$ cat src/rtl/riscv_proc_ctrl_wb_sched.sv
// rtl/riscv_proc_ctrl_wb_sched.sv - two-port round-robin writeback scheduler with optional busy scoreboard
// Define RISCV_WB_SCOREBOARD_EN to build the register busy vector and decode stall logic.
module riscv_proc_ctrl_wb_sched (
  input  logic         clk,
  input  logic         reset,
  input  logic [3:0]   req_val,
  output logic [3:0]   req_rdy,
  input  logic [19:0]  req_waddr,
  input  logic [255:0] req_wdata,
  output logic         wen0_p,
  output logic         wen1_p,
  output logic [4:0]   waddr0_p,
  output logic [4:0]   waddr1_p,
  output logic [63:0]  wdata0_p,
  output logic [63:0]  wdata1_p,
  input  logic         issue_val,
  input  logic [4:0]   issue_waddr,
  input  logic [4:0]   chk_raddr0,
  input  logic [4:0]   chk_raddr1,
  input  logic [4:0]   chk_waddr,
  input  logic         chk_ren0,
  input  logic         chk_ren1,
  input  logic         chk_wen,
  output logic         stall
);

  logic [1:0]  rr;
  logic [4:0]  waddr_a [4];
  logic [63:0] wdata_a [4];

  always_comb begin
    for (int i = 0; i < 4; i++) begin
      waddr_a[i] = req_waddr[5*i +: 5];
      wdata_a[i] = req_wdata[64*i +: 64];
    end
  end

  logic       g0_vld, g1_vld;
  logic [1:0] g0_idx, g1_idx;
  logic [1:0] cand;

  // Port 1 skips any candidate targeting the same register as port 0; it retries later.
  always_comb begin
    g0_vld = 1'b0;
    g1_vld = 1'b0;
    g0_idx = 2'd0;
    g1_idx = 2'd0;
    cand   = 2'd0;
    for (int k = 0; k < 4; k++) begin
      cand = rr + 2'(k);
      if (req_val[cand]) begin
        if (!g0_vld) begin
          g0_vld = 1'b1;
          g0_idx = cand;
        end else if (!g1_vld && (waddr_a[cand] != waddr_a[g0_idx])) begin
          g1_vld = 1'b1;
          g1_idx = cand;
        end
      end
    end
  end

  always_comb begin
    req_rdy = 4'b0000;
    if (!reset) begin
      if (g0_vld) req_rdy[g0_idx] = 1'b1;
      if (g1_vld) req_rdy[g1_idx] = 1'b1;
    end
  end

  always_ff @(posedge clk) begin
    if (reset) begin
      rr       <= 2'd0;
      wen0_p   <= 1'b0;
      wen1_p   <= 1'b0;
      waddr0_p <= 5'd0;
      waddr1_p <= 5'd0;
      wdata0_p <= 64'd0;
      wdata1_p <= 64'd0;
    end else begin
      // Writes to x0 are accepted from the requester but never reach the regfile.
      wen0_p   <= g0_vld && (waddr_a[g0_idx] != 5'd0);
      wen1_p   <= g1_vld && (waddr_a[g1_idx] != 5'd0);
      waddr0_p <= waddr_a[g0_idx];
      waddr1_p <= waddr_a[g1_idx];
      wdata0_p <= wdata_a[g0_idx];
      wdata1_p <= wdata_a[g1_idx];
      if (g1_vld)      rr <= g1_idx + 2'd1;
      else if (g0_vld) rr <= g0_idx + 2'd1;
    end
  end

`ifdef RISCV_WB_SCOREBOARD_EN
  logic [31:0] busy;
  logic [31:0] busy_nxt;

  // Clears come from the registered write ports; a same-cycle issue wins.
  always_comb begin
    busy_nxt = busy;
    if (wen0_p) busy_nxt[waddr0_p] = 1'b0;
    if (wen1_p) busy_nxt[waddr1_p] = 1'b0;
    if (issue_val) busy_nxt[issue_waddr] = 1'b1;
    busy_nxt[0] = 1'b0;
  end

  always_ff @(posedge clk) begin
    if (reset) busy <= 32'd0;
    else       busy <= busy_nxt;
  end

  always_comb begin
    stall = (chk_ren0 && busy[chk_raddr0]) ||
            (chk_ren1 && busy[chk_raddr1]) ||
            (chk_wen  && busy[chk_waddr]);
  end
`else
  logic unused_sb_inputs;
  assign unused_sb_inputs = ^{issue_val, issue_waddr, chk_raddr0, chk_raddr1,
                              chk_waddr, chk_ren0, chk_ren1, chk_wen};
  assign stall = 1'b0;
`endif

endmodule

$ cat config.mk
export PLATFORM = sky130hd
export DESIGN_NAME = riscv_proc_ctrl_wb_sched
export DESIGN_NICKNAME = d
export VERILOG_FILES = /design/src/rtl/riscv_proc_ctrl_wb_sched.sv
export SDC_FILE = /design/constraint.sdc
export NUM_CORES = 1
export LEC_CHECK = 0
export BUFFER_PORTS_ARGS = -buffer_cell sky130_fd_sc_hd__buf_4
export CAP_MARGIN = 15
export CORE_ASPECT_RATIO = 1.75
export CORE_MARGIN = 4
export CORE_UTILIZATION = 30
export CTS_CLUSTER_DIAMETER = 80
export DETAILED_ROUTE_END_ITERATION = 8
export GPL_TIMING_DRIVEN = 0
export PLACE_DENSITY = 0.56
export SLEW_MARGIN = 20
export SYNTH_ARGS = -nofsm -noshare
export SYNTH_HDL_FRONTEND = slang
export SYNTH_SLANG_ARGS = --single-unit
$ cat constraint.sdc
create_clock -name clk -period 13.2 [get_ports clk]
set_input_delay 2.64 -clock clk [delete_from_list [all_inputs] [get_ports clk]]
set_output_delay 2.64 -clock clk [all_outputs]
set_load 0.005 [all_outputs]
==> flow_metrics.py, run 1 <==
metrics = {
    "clocking": {
        "postCtsResizedCells": 0,
        "clk_pin_slew_ps": 70,
        "clock_tree.htree_level_count": 4,
        "clock-root-buffer": "sky130_fd_sc_hd__clkbuf_16",
        "tritoncts": "done",
        "cts_max_path_buffers": 2,
        "post_cts.repair.setup_buffers": 0,
        "clock_insertion_delay_worst_skew_ps": 450,
        "clock_sink_count": 142,
        "numCtsBuffers": 17,
        "post_cts_hold_buffer_count": 0,
    },
    "min_path": {
        "hold_path_class": "flip-flop to flip-flop",
    },
    "logic_synthesis": {
        "post_synthesis_instance_area_mm2": 0.00950,
        "synth_top_area_cell": "sky130_fd_sc_hd__dfxtp_1",
        "ys_warn_count": 0,
        "synth.area.top_cells": "sky130_fd_sc_hd__dfxtp_1, sky130_fd_sc_hd__mux2i_1, sky130_fd_sc_hd__a211oi_1",
        "synth_edf_count": 0,
        "synthesis.nets": 1331,
        "yosys.cell_types.count": 66,
        "yosysSeqAreaShare_pct": 29.9,
        "async_reset_ff_share_pct": 0,
        "synth.avg_cell_area_um2": 9.28,
        "ys.flop_type": "sky130_fd_sc_hd__dfxtp_1",
        "synth.ff_latch_count": 142,
        "post-synth-top-area-fraction_pct": 29.9,
        "synthesis.instances": 1024,
    },
    "worst_setup_path": {
        "crit_required_ps": 10560,
        "cp_data_arrival_time_ps": 8170,
        "crit_path_end_kind": "primary output",
        "cp_max_fo": 10,
        "setup.worst_path.start_class": "primary input",
        "criticalPathCategory": "primary input to primary output",
    },
    "finish": {
        "seqCellArea_mm2": 0.00284,
        "stdcell_count": 1877,
        "final_layout_size_suffix_gt1_share_pct": 39.2,
        "area_delta_synth_final_pct": 45.4,
        "postLayoutCoreUtil_pct": 44.0,
        "nFillCells": 3203,
        "multi_input_area_mm2": 0.00609,
        "nets": 1774,
    },
    "die": {
        "die-area_mm2": 0.0347,
        "core_mm2": 0.0314,
        "initial_utilization_pct": 30.2,
        "die_width_um": 143,
        "fp.dieH_um": 243,
        "placementRows": 86,
        "pin_count": 451,
    },
    "timing": {
        "setup_viol_count_final": 0,
        "post_layout_min_period_ps": 10810,
        "clock_skew_ps": 11.4,
        "max-slew-margin-rel_pct": 33.9,
        "final_slew_violations": 0,
        "final_hold_viol_count": 0,
        "setup-tns-final_ps": 0,
        "final.setup.worst_slack_ps": 2390,
        "grt_setup_unrepaired": "false",
        "max_freq_mhz": 92.5,
        "tightestPinTransition_ps": 991,
        "timing.final.crit_share_pct": 81.9,
    },
    "power_and_ir_drop": {
        "switching_share_pct": 46.9,
        "ir_worst_vdd_uv": 122,
        "cellPowerDensity_mw_per_mm2": 286,
        "pwr-share-seq_pct": 17.3,
        "comb_power_share_pct": 69.0,
        "intPower_mw": 2.09,
        "switching_power_mw": 1.85,
        "leakage_nw": 6.01,
        "clock_power_share_pct": 13.6,
    },
    "placement": {
        "preCtsSetupSlack_ps": 2620,
        "number_of_cells_in_the_design_after_placement": 1844,
        "gp_congestion": 0.981,
        "dp_hpwl_um": 37500,
        "placement.io_buffers": 424,
    },
    "global_route": {
        "global_route.overflow_total": 0,
        "grt_first_pass_wirelength_um": 68800,
        "groute.usage.overall_pct": 26.6,
        "grt_antenna_before_repair": 1,
        "grt_pass1_vias": 10737,
        "pin_count_of_the_biggest_net_entering_global_routing": 17,
    },
    "flow_run": {
        "maxCapViolCount": 0,
    },
    "drt": {
        "detail-route-antenna-nets": 0,
        "routed_via_density": 5.51,
        "route.detailed.drc": 0,
        "firstDrtPassIters": 5,
        "detailed_route_wl_um": 48100,
        "drt-wirelength-per-cell_um": 25.6,
        "drt_iter0_drc": 470,
        "detailroute.via_count": 10335,
    },
    "run_status": {
        "status": "complete, no violations",
    },
}
==> kinds of logic (layout without fill, tap and decap cells) <==
family	count (synthesis)	count (layout)	synth area share, %
buffers and inverters	108	564	5.95
multiplexers	247	247	28.9
XOR/XNOR	7	7	0.645
flip-flops	142	142	29.9
adder cells (fa/ha/maj)	2	2	0.237
AND/OR/NAND/NOR	237	237	13.0
AO/OA/AOI/OAI	280	280	21.3
other	1	2	0.0395
==> cell type report <==
cell class	count	area share (%)
timing repair buffer	424	23.0
buffer	100	3.88
multi-input combinational	774	44.1
inverter	8	0.217
clock buffer	18	3.18
sequential	142	20.6
tap	396	3.59
antenna	1	0.0181
clock inverter	14	1.38
==> layout by cell type (no fill, tap or decap), drive strengths merged, types with 5 or more instances in the layout <==
cell type | synthesis | routed
clkbuf | 57 | 75
nand3 | 6 | 6
a211oi | 201 | 201
a21oi | 21 | 21
dfxtp | 142 | 142
and3 | 10 | 10
buf | 43 | 467
inv | 7 | 8
xnor2 | 5 | 5
o21ai | 24 | 24
nor3 | 12 | 12
mux2i | 159 | 159
o211ai | 6 | 6
nand2 | 25 | 25
mux2 | 75 | 75
mux4 | 13 | 13
clkinv | 1 | 8
nor2b | 73 | 73
nor2 | 84 | 84
==> synthesized netlist by cell type (2+ instances only) <==
library cell / instances
sky130_fd_sc_hd__a211oi_1: 201
sky130_fd_sc_hd__mux2i_1: 158
sky130_fd_sc_hd__dfxtp_1: 142
sky130_fd_sc_hd__nor2_1: 84
sky130_fd_sc_hd__nor2b_1: 73
sky130_fd_sc_hd__mux2_2: 60
sky130_fd_sc_hd__clkbuf_1: 57
sky130_fd_sc_hd__nand2_1: 24
sky130_fd_sc_hd__buf_2: 23
sky130_fd_sc_hd__a21oi_1: 21
sky130_fd_sc_hd__o21ai_0: 17
sky130_fd_sc_hd__mux2_1: 14
sky130_fd_sc_hd__mux4_2: 13
sky130_fd_sc_hd__nor3_1: 12
sky130_fd_sc_hd__and3_1: 10
sky130_fd_sc_hd__inv_1: 7
sky130_fd_sc_hd__o21ai_1: 7
sky130_fd_sc_hd__buf_6: 6
sky130_fd_sc_hd__buf_8: 6
sky130_fd_sc_hd__o211ai_1: 6
sky130_fd_sc_hd__buf_4: 5
sky130_fd_sc_hd__xnor2_1: 5
sky130_fd_sc_hd__nand3_1: 4
sky130_fd_sc_hd__nand4_1: 4
sky130_fd_sc_hd__o21a_1: 4
sky130_fd_sc_hd__a311oi_1: 3
sky130_fd_sc_hd__a31oi_1: 3
sky130_fd_sc_hd__buf_1: 3
sky130_fd_sc_hd__nand2b_1: 3
sky130_fd_sc_hd__nor4_1: 3
sky130_fd_sc_hd__nor4b_1: 3
sky130_fd_sc_hd__a211o_1: 2
sky130_fd_sc_hd__and3b_1: 2
sky130_fd_sc_hd__nand3_2: 2
sky130_fd_sc_hd__nor3b_1: 2
sky130_fd_sc_hd__o2111ai_1: 2
sky130_fd_sc_hd__o31ai_1: 2
sky130_fd_sc_hd__or3_1: 2
sky130_fd_sc_hd__xor2_1: 2
==> stage by stage <==
stage / power [mW] / area (um^2) / hold WS, ps
2_1_floorplan: 2.34 / 9500 / 1020
3_3_place_gp: 3.41 / 13200 / 1300
3_5_place_dp: 3.41 / 13200 / 1280
4_1_cts: 3.96 / 13800 / 1310
5_1_grt: 4.17 / 13800 / 1430
6_report: 3.95 / 13800 / 1340
==> path summary, 6_finish.rpt <==
kind,startpoint,endpoint,slack [ps],cells after the start
worst min-delay path,rr[0],waddr1_p[4],1340,7
worst min register to register,rr[0],waddr1_p[4],1340,7
worst max-delay path,req_val[3],req_rdy[1],2390,20
worst max register to register,rr[0],wdata1_p[4],6680,19
==> routing by layer <==
metal | track usage (%) | wire length [um]
met2 | 47.7 | 25200
met3 | 3.81 | 2420
met1 | 29.9 | 18000
met4 | 14.3 | 2500
met5 | 0 | 0
==> critical path: stages <==
cell and delay [ps]:
sky130_fd_sc_hd__buf_4 110, sky130_fd_sc_hd__clkbuf_1 220, sky130_fd_sc_hd__mux2_2 340, sky130_fd_sc_hd__nand2_1 280, sky130_fd_sc_hd__o21ai_0 160, sky130_fd_sc_hd__ha_1 210
sky130_fd_sc_hd__clkinv_1 250, sky130_fd_sc_hd__mux2i_4 200, sky130_fd_sc_hd__nor3_1 600, sky130_fd_sc_hd__o21ai_0 210, sky130_fd_sc_hd__and3_1 190, sky130_fd_sc_hd__nor4b_1 520
sky130_fd_sc_hd__a31oi_1 350, sky130_fd_sc_hd__o211ai_1 330, sky130_fd_sc_hd__nand3_2 340, sky130_fd_sc_hd__buf_8 260, sky130_fd_sc_hd__buf_8 160, sky130_fd_sc_hd__buf_6 170
sky130_fd_sc_hd__o31ai_1 410, sky130_fd_sc_hd__buf_4 200
==> power by group through the flow <==
stage / Combinational [mW] / Sequential (mW) / Clock [mW]
floorplan: 1.64 / 0.702 / 0
global placement: 2.71 / 0.693 / 0
detailed placement: 2.72 / 0.691 / 0
CTS: 2.73 / 0.684 / 0.544
global route: 2.91 / 0.699 / 0.560
finish: 2.73 / 0.685 / 0.537
==> registers in the layout, summed over array words and instances (netlist names) <==
| signal | flops |
|---|---|
| wdata0_p | 64 |
| wdata1_p | 64 |
| waddr0_p | 5 |
| waddr1_p | 5 |
| rr | 2 |
| wen0_p | 1 |
| wen1_p | 1 |
Note: power is estimated with default switching activity, not from simulation.
==> run 2, diff against run 1 <==
PLACE_DENSITY = 0.58   (was 0.56)
clock period = 8.7 ns   (was 13.2 ns; I/O delays follow)
==> run 2 against run 1 <==
Effect of this change: flip-flop and latch count unchanged; non-clock buffer count up 1; clock-buffer cell count up 3; core utilization increased by 0.17 points; first-iteration DRC count grew 14%; power is 52% higher; clock skew down 1.7 ps; via count fell by 0.35%; critical endpoint unchanged.
==> flow_metrics.py, run 2 (synthesis gave the netlist of run 1 again) <==
metrics = {
    "run_status": {
        "status": "complete, no violations",
    },
    "finish": {
        "layout_common_cells": "sky130_fd_sc_hd__buf_4, sky130_fd_sc_hd__a211oi_1, sky130_fd_sc_hd__mux2i_1",
        "multi_input_area_mm2": 0.00610,
        "seqCellArea_mm2": 0.00284,
        "area_delta_synth_final_pct": 45.9,
        "final_layout_size_suffix_gt1_share_pct": 39.4,
        "biggest_regs": "wdata0_p: 64 flops, wdata1_p: 64 flops",
        "num_antenna_cells": 0,
        "nets": 1775,
        "most_common_cell_after_layout_fill_and_taps_aside": "sky130_fd_sc_hd__buf_4",
        "nFillCells": 3133,
    },
    "global_route": {
        "grt_antenna_before_repair": 0,
        "groute.usage.overall_pct": 26.2,
        "grt_pass1_vias": 10577,
        "pin_count_of_the_biggest_net_entering_global_routing": 17,
        "grt_first_pass_wirelength_um": 67500,
        "global_route.overflow_total": 0,
    },
    "timing": {
        "final_slew_violations": 0,
        "final_hold_viol_count": 0,
        "setup_viol_count_final": 0,
        "clock_skew_ps": 9.66,
        "max-slew-margin-rel_pct": 31.7,
        "tightestPinTransition_ps": 1020,
        "timing.final.crit_share_pct": 96.7,
        "max_freq_mhz": 119,
        "setup-tns-final_ps": 0,
        "grt_setup_unrepaired": "false",
        "post_layout_min_period_ps": 8410,
    },
    "drt": {
        "firstDrtPassIters": 5,
        "drt-wirelength-per-cell_um": 25.2,
        "detailed_route_wl_um": 47300,
        "routed_via_density": 5.49,
        "route.detailed.drc": 0,
        "wl_met2_um": 25000,
        "met3_wirelength_um": 2680,
        "drt_iter0_drc": 535,
        "detail-route-antenna-nets": 0,
        "route.top_layer_used": "met4",
        "route.layer.met1.wl_um": 17100,
        "detailroute.via_count": 10299,
    },
    "clocking": {
        "clock_sink_count": 142,
        "clock_tree.htree_level_count": 4,
        "clock-root-buffer": "sky130_fd_sc_hd__clkbuf_16",
        "cts_max_path_buffers": 2,
        "clock_insertion_delay_worst_skew_ps": 440,
        "tritoncts": "done",
        "clk_pin_slew_ps": 60,
        "numCtsBuffers": 17,
    },
    "placement": {
        "placement.io_buffers": 424,
        "gp_congestion": 0.938,
        "dp_hpwl_um": 37300,
    },
    "min_path": {
        "hold_path_class": "flip-flop to flip-flop",
        "worst_hold_path.num_cells": 7,
    },
    "worst_setup_path": {
        "criticalPathCategory": "primary input to primary output",
        "worst_r2r_path_depth": 19,
        "cp_data_arrival_time_ps": 6670,
        "cp_max_fo": 10,
        "crit_path_end_kind": "primary output",
        "setup.worst_path.start_class": "primary input",
        "crit_required_ps": 6960,
    },
    "die": {
        "core_mm2": 0.0314,
        "initial_utilization_pct": 30.2,
        "pin_count": 451,
        "fp.dieH_um": 243,
        "die_width_um": 143,
        "die-area_mm2": 0.0347,
        "placementRows": 86,
    },
    "power_and_ir_drop": {
        "total_power_mw": 5.99,
        "leakage_nw": 6.04,
        "cellPowerDensity_mw_per_mm2": 432,
        "ir_worst_vdd_uv": 201,
    },
    "flow_run": {
        "maxCapViolCount": 0,
    },
}
run 2: cell count changes in the layout (fill, tap and decap cells not counted), sizes merged:
| cell | before | now |
|---|---|---|
| buf | 467 | 468 |
| clkbuf | 75 | 78 |
| inv | 8 | 7 |
| clkinv | 8 | 3 |
| diode | 1 | 0 |
| bufinv | 4 | 5 |
| clkinvlp | 2 | 3 |
run 2: worst paths after layout:
| kind | from | to | slack (ps) |
|---|---|---|---|
| worst max register to register | rr[0] | wdata1_p[14] | 2140 |
| worst min register to register | rr[0] | rr[1] | 1300 |
| worst max-delay path | req_val[3] | req_rdy[1] | 290 |
| worst min-delay path | rr[0] | rr[1] | 1300 |
run 2: metal layers:
layer	GRT usage, %	vias to the layer above
li1	-	4759
met1	28.4	4945
met2	47.7	469
met3	4.62	126
met4	13.3	0
met5	0	-
run 2: layout make-up:
class,count,share of cell area (%)
Buffer,99,3.84
Clock buffer,21,3.47
Clock inverter,10,1.33
Inverter,8,0.244
Multi-Input combinational cell,774,44.0
Sequential cell,142,20.5
Tap cell,396,3.57
Timing Repair Buffer,426,23.1
run 2: per-stage QoR:
step | instances | area, um^2 | hold slack [ps] | utilization, % | setup slack (ps)
3_5_place_dp | 1844 | 13200 | 1270 | 41.9 | 79.2
2_1_floorplan | 1024 | 9500 | 1020 | - | 1640
6_report | 1876 | 13900 | 1300 | 44.1 | 286
3_3_place_gp | 1844 | 13200 | 1280 | 41.9 | 73.6
5_1_grt | 1876 | 13900 | 1380 | 44.1 | 14.2
4_1_cts | 1875 | 13800 | 1300 | 44.1 | 53.8
run 2: report_power, final:
part	total, mW	switching (mW)	internal, mW
registers	1.04	0.0960	0.943
logic	4.10	2.35	1.76
clock network	0.845	0.308	0.537
total	5.99	2.75	3.24
run 2: timing repair:
item | 4_1_cts | 5_1_grt
gates resized for setup | 0 | 2
hold buffers | 0 | 0
setup endpoints to repair | 0 | 4
setup buffers | 0 | 2
run 2: critical path, stage by stage:
cell	delay [ps]
sky130_fd_sc_hd__buf_4	90
sky130_fd_sc_hd__clkbuf_1	340
sky130_fd_sc_hd__mux2_2	250
sky130_fd_sc_hd__nand2_1	200
sky130_fd_sc_hd__o21ai_0	150
sky130_fd_sc_hd__ha_1	220
sky130_fd_sc_hd__clkinvlp_4	250
sky130_fd_sc_hd__mux2_4	390
sky130_fd_sc_hd__nand3_2	170
sky130_fd_sc_hd__nand3_1	110
sky130_fd_sc_hd__and3_1	210
sky130_fd_sc_hd__nor4b_1	420
sky130_fd_sc_hd__a31oi_1	320
sky130_fd_sc_hd__o211ai_1	330
sky130_fd_sc_hd__nand3_2	320
sky130_fd_sc_hd__buf_8	250
sky130_fd_sc_hd__buf_8	160
sky130_fd_sc_hd__buf_6	170
sky130_fd_sc_hd__o31ai_1	370
sky130_fd_sc_hd__buf_4	190
==> run 3, diff against run 2 <==
ABC_AREA = 1   (was not set)
PLACE_DENSITY = 0.59   (was 0.58)
==> run 3 against run 2 <==
Effect of this change: maximum frequency grew 5.8%; synthesized area decreased by 8.6%; combinational power increased by 50%; register-to-register slack improved by 1700 ps; wire length grew 8.4%; largest cell class unchanged; largest power group unchanged.
==> flow_metrics.py, run 3 <==
metrics = {
    "run_status": {
        "status": "complete, no violations",
    },
    "die": {
        "initial_utilization_pct": 30.3,
        "placementRows": 82,
        "fp.dieH_um": 233,
        "die-area_mm2": 0.0318,
        "die_width_um": 137,
        "core_mm2": 0.0286,
        "pin_count": 451,
    },
    "global_route": {
        "grt-busiest-layer": "met2",
        "grt_pass1_vias": 11635,
        "gr-usage-met1_pct": 31.7,
        "groute.usage.overall_pct": 30.7,
        "grt_antenna_before_repair": 4,
        "global_route.overflow_total": 0,
        "gr-usage-met3_pct": 6.90,
        "grt_use_met2_pct": 54.7,
        "grt_first_pass_wirelength_um": 72700,
        "pin_count_of_the_biggest_net_entering_global_routing": 17,
    },
    "power_and_ir_drop": {
        "ir_worst_vdd_uv": 266,
        "cellPowerDensity_mw_per_mm2": 613,
        "leakage_nw": 6.01,
    },
    "clocking": {
        "numCtsBuffers": 17,
        "postCtsResizedCells": 0,
        "clk_pin_slew_ps": 60,
        "clock_sink_count": 142,
        "cts_max_path_buffers": 2,
        "clock_insertion_delay_worst_skew_ps": 450,
        "clock-root-buffer": "sky130_fd_sc_hd__clkbuf_16",
        "clock_tree.htree_level_count": 4,
        "tritoncts": "done",
        "post_cts.repair.setup_buffers": 0,
        "post_cts_hold_buffer_count": 0,
    },
    "logic_synthesis": {
        "muxShareOfSynthArea_pct": 0,
        "synth_simple_gate_area_share_pct": 27.9,
        "post_synth_fa_ha_maj_area_fraction_pct": 0.144,
        "synth.avg_cell_area_um2": 6.45,
        "post-synth-top-area-fraction_pct": 32.7,
        "synthesis.instances": 1347,
        "combinational_family_with_the_most_area_after_synthesis": "compound AO/OA/AOI/OAI gates",
        "synth_edf_count": 0,
        "post_synthesis_instance_area_mm2": 0.00868,
        "synth_compound_gate_area_share_pct": 29.9,
        "yosysSeqAreaShare_pct": 32.7,
        "synth_top_area_cell": "sky130_fd_sc_hd__dfxtp_1",
        "synthTopCellsByCount": "sky130_fd_sc_hd__nor2_1, sky130_fd_sc_hd__nand2_1, sky130_fd_sc_hd__dfxtp_1",
        "synth_xor_area_share_pct": 0.605,
        "synthesis.nets": 1654,
        "ys_warn_count": 0,
        "ys.flop_type": "sky130_fd_sc_hd__dfxtp_1",
        "post-synth-top-count-cell": "sky130_fd_sc_hd__nor2_1",
        "async_reset_ff_share_pct": 0,
        "yosys.cell_types.count": 32,
        "synth.ff_latch_count": 142,
        "synth.area.top_cells": "sky130_fd_sc_hd__dfxtp_1, sky130_fd_sc_hd__nor2_1, sky130_fd_sc_hd__a22oi_1",
    },
    "placement": {
        "dp_hpwl_um": 40600,
        "preCtsSetupSlack_ps": 893,
        "gp_congestion": 0.990,
        "number_of_cells_in_the_design_after_placement": 2149,
        "placement.io_buffers": 424,
    },
    "drt": {
        "detail-route-antenna-nets": 0,
        "routed_via_density": 5.43,
        "firstDrtPassIters": 5,
        "detailed_route_wl_um": 51300,
        "route.detailed.drc": 0,
        "drt-wirelength-per-cell_um": 23.5,
        "detailroute.via_count": 11866,
        "drt_iter0_drc": 937,
    },
    "finish": {
        "nets": 2097,
        "stdcell_count": 2185,
        "most_common_cell_after_layout_fill_and_taps_aside": "sky130_fd_sc_hd__buf_4",
        "area_delta_synth_final_pct": 48.8,
        "biggest_regs": "wdata0_p: 64 flops, wdata1_p: 64 flops",
        "nFillCells": 3117,
        "final_layout_size_suffix_gt1_share_pct": 29.6,
        "layout_common_cells": "sky130_fd_sc_hd__buf_4, sky130_fd_sc_hd__nor2_1, sky130_fd_sc_hd__nand2_1",
        "postLayoutCoreUtil_pct": 45.1,
    },
    "worst_setup_path": {
        "crit_path_end_kind": "primary output",
        "setup.worst_path.start_class": "primary input",
        "cp_data_arrival_time_ps": 6220,
        "criticalPathCategory": "primary input to primary output",
        "crit_required_ps": 6960,
        "cp_max_fo": 10,
    },
    "min_path": {
        "hold_path_class": "flip-flop to flip-flop",
    },
    "timing": {
        "final.setup.worst_slack_ps": 745,
        "grt_setup_unrepaired": "false",
        "post_layout_min_period_ps": 7960,
        "timing.final.crit_share_pct": 91.4,
        "setup_viol_count_final": 0,
        "setup-tns-final_ps": 0,
        "max_freq_mhz": 126,
        "final_hold_viol_count": 0,
        "clock_skew_ps": 6.90,
        "final_slew_violations": 0,
        "tightestPinTransition_ps": 1070,
        "max-slew-margin-rel_pct": 29.0,
    },
    "flow_run": {
        "maxCapViolCount": 0,
    },
}
run 3: cell count changes after synthesis, moves of 61 or more:
cell and delta:
sky130_fd_sc_hd__mux2i_1 -158, sky130_fd_sc_hd__nor2_1 +206, sky130_fd_sc_hd__o21ai_0 +83, sky130_fd_sc_hd__nand2_1 +155, sky130_fd_sc_hd__a22oi_1 +127, sky130_fd_sc_hd__nand3_1 +79, sky130_fd_sc_hd__nor2b_1 -73, sky130_fd_sc_hd__a21oi_1 +112
sky130_fd_sc_hd__o21ai_1 +61, sky130_fd_sc_hd__a211oi_1 -201
run 3: area by class of cell:
cell class / instances / area (um^2) / share of cell area (%)
Antenna cell: 4 / 10.0 / 0.0775
Buffer: 103 / 531 / 4.11
Clock buffer: 19 / 453 / 3.51
Clock inverter: 13 / 114 / 0.882
Inverter: 60 / 225 / 1.74
Multi-Input combinational cell: 1042 / 5080 / 39.4
Sequential cell: 142 / 2840 / 22.0
Tap cell: 378 / 473 / 3.66
Timing Repair Buffer: 424 / 3180 / 24.6
run 3: metal layers:
layer | wire length [um] | up-vias
li1 | - | 5501
met2 | 26000 | 639
met4 | 3640 | 0
met5 | 0 | -
met1 | 17500 | 5577
met3 | 4160 | 149
run 3: cells by family after synthesis:
logic type,after synthesis
simple gates,587
compound gates,447
buf+inv,163
flops,142
xor+xnor,6
fa+ha+maj,1
other cells,1
run 3: final timing paths:
kind	startpoint	end	slack, ps	cells past startpoint
worst max-delay path	req_val[3]	req_rdy[1]	740	20
worst min-delay path	rr[1]	rr[1]	730	3
worst max register to register	rr[0]	wdata0_p[60]	3800	19
worst min register to register	rr[1]	rr[1]	730	3
run 3: worst max-delay path, cell delays in order:
cell                       delay [ps]
sky130_fd_sc_hd__buf_4             80
sky130_fd_sc_hd__inv_1             40
sky130_fd_sc_hd__nand2_1           80
sky130_fd_sc_hd__nand3_2          200
sky130_fd_sc_hd__nand2_2          190
sky130_fd_sc_hd__ha_1             240
sky130_fd_sc_hd__nand3_1          240
sky130_fd_sc_hd__nand2_1          250
sky130_fd_sc_hd__nand2_1          130
sky130_fd_sc_hd__nand2_2          150
sky130_fd_sc_hd__buf_6            170
sky130_fd_sc_hd__o21ai_0           90
sky130_fd_sc_hd__nand2_1          110
sky130_fd_sc_hd__inv_1             90
sky130_fd_sc_hd__nor2_1           590
sky130_fd_sc_hd__clkbuf_1         860
sky130_fd_sc_hd__buf_2            440
sky130_fd_sc_hd__inv_1             80
sky130_fd_sc_hd__o32ai_1          240
sky130_fd_sc_hd__buf_4            200
run 3: metrics by stage:
step                total power, mW  cell area (um^2)  hold slack, ps
global placement               7.08             12300             715
finish                         7.91             12900             730
CTS                            7.86             12900             731
global route                   8.56             12900             786
detailed placement             7.12             12300             713
floorplan                      4.93              8680             631
run 3: report_power, final:
group          leakage (nW)  switching [mW]  total [mW]  internal, mW
clock                 0.279           0.313       0.722         0.408
sequential             1.18          0.0878        1.03         0.946
combinational          4.55            3.99        6.16          2.17
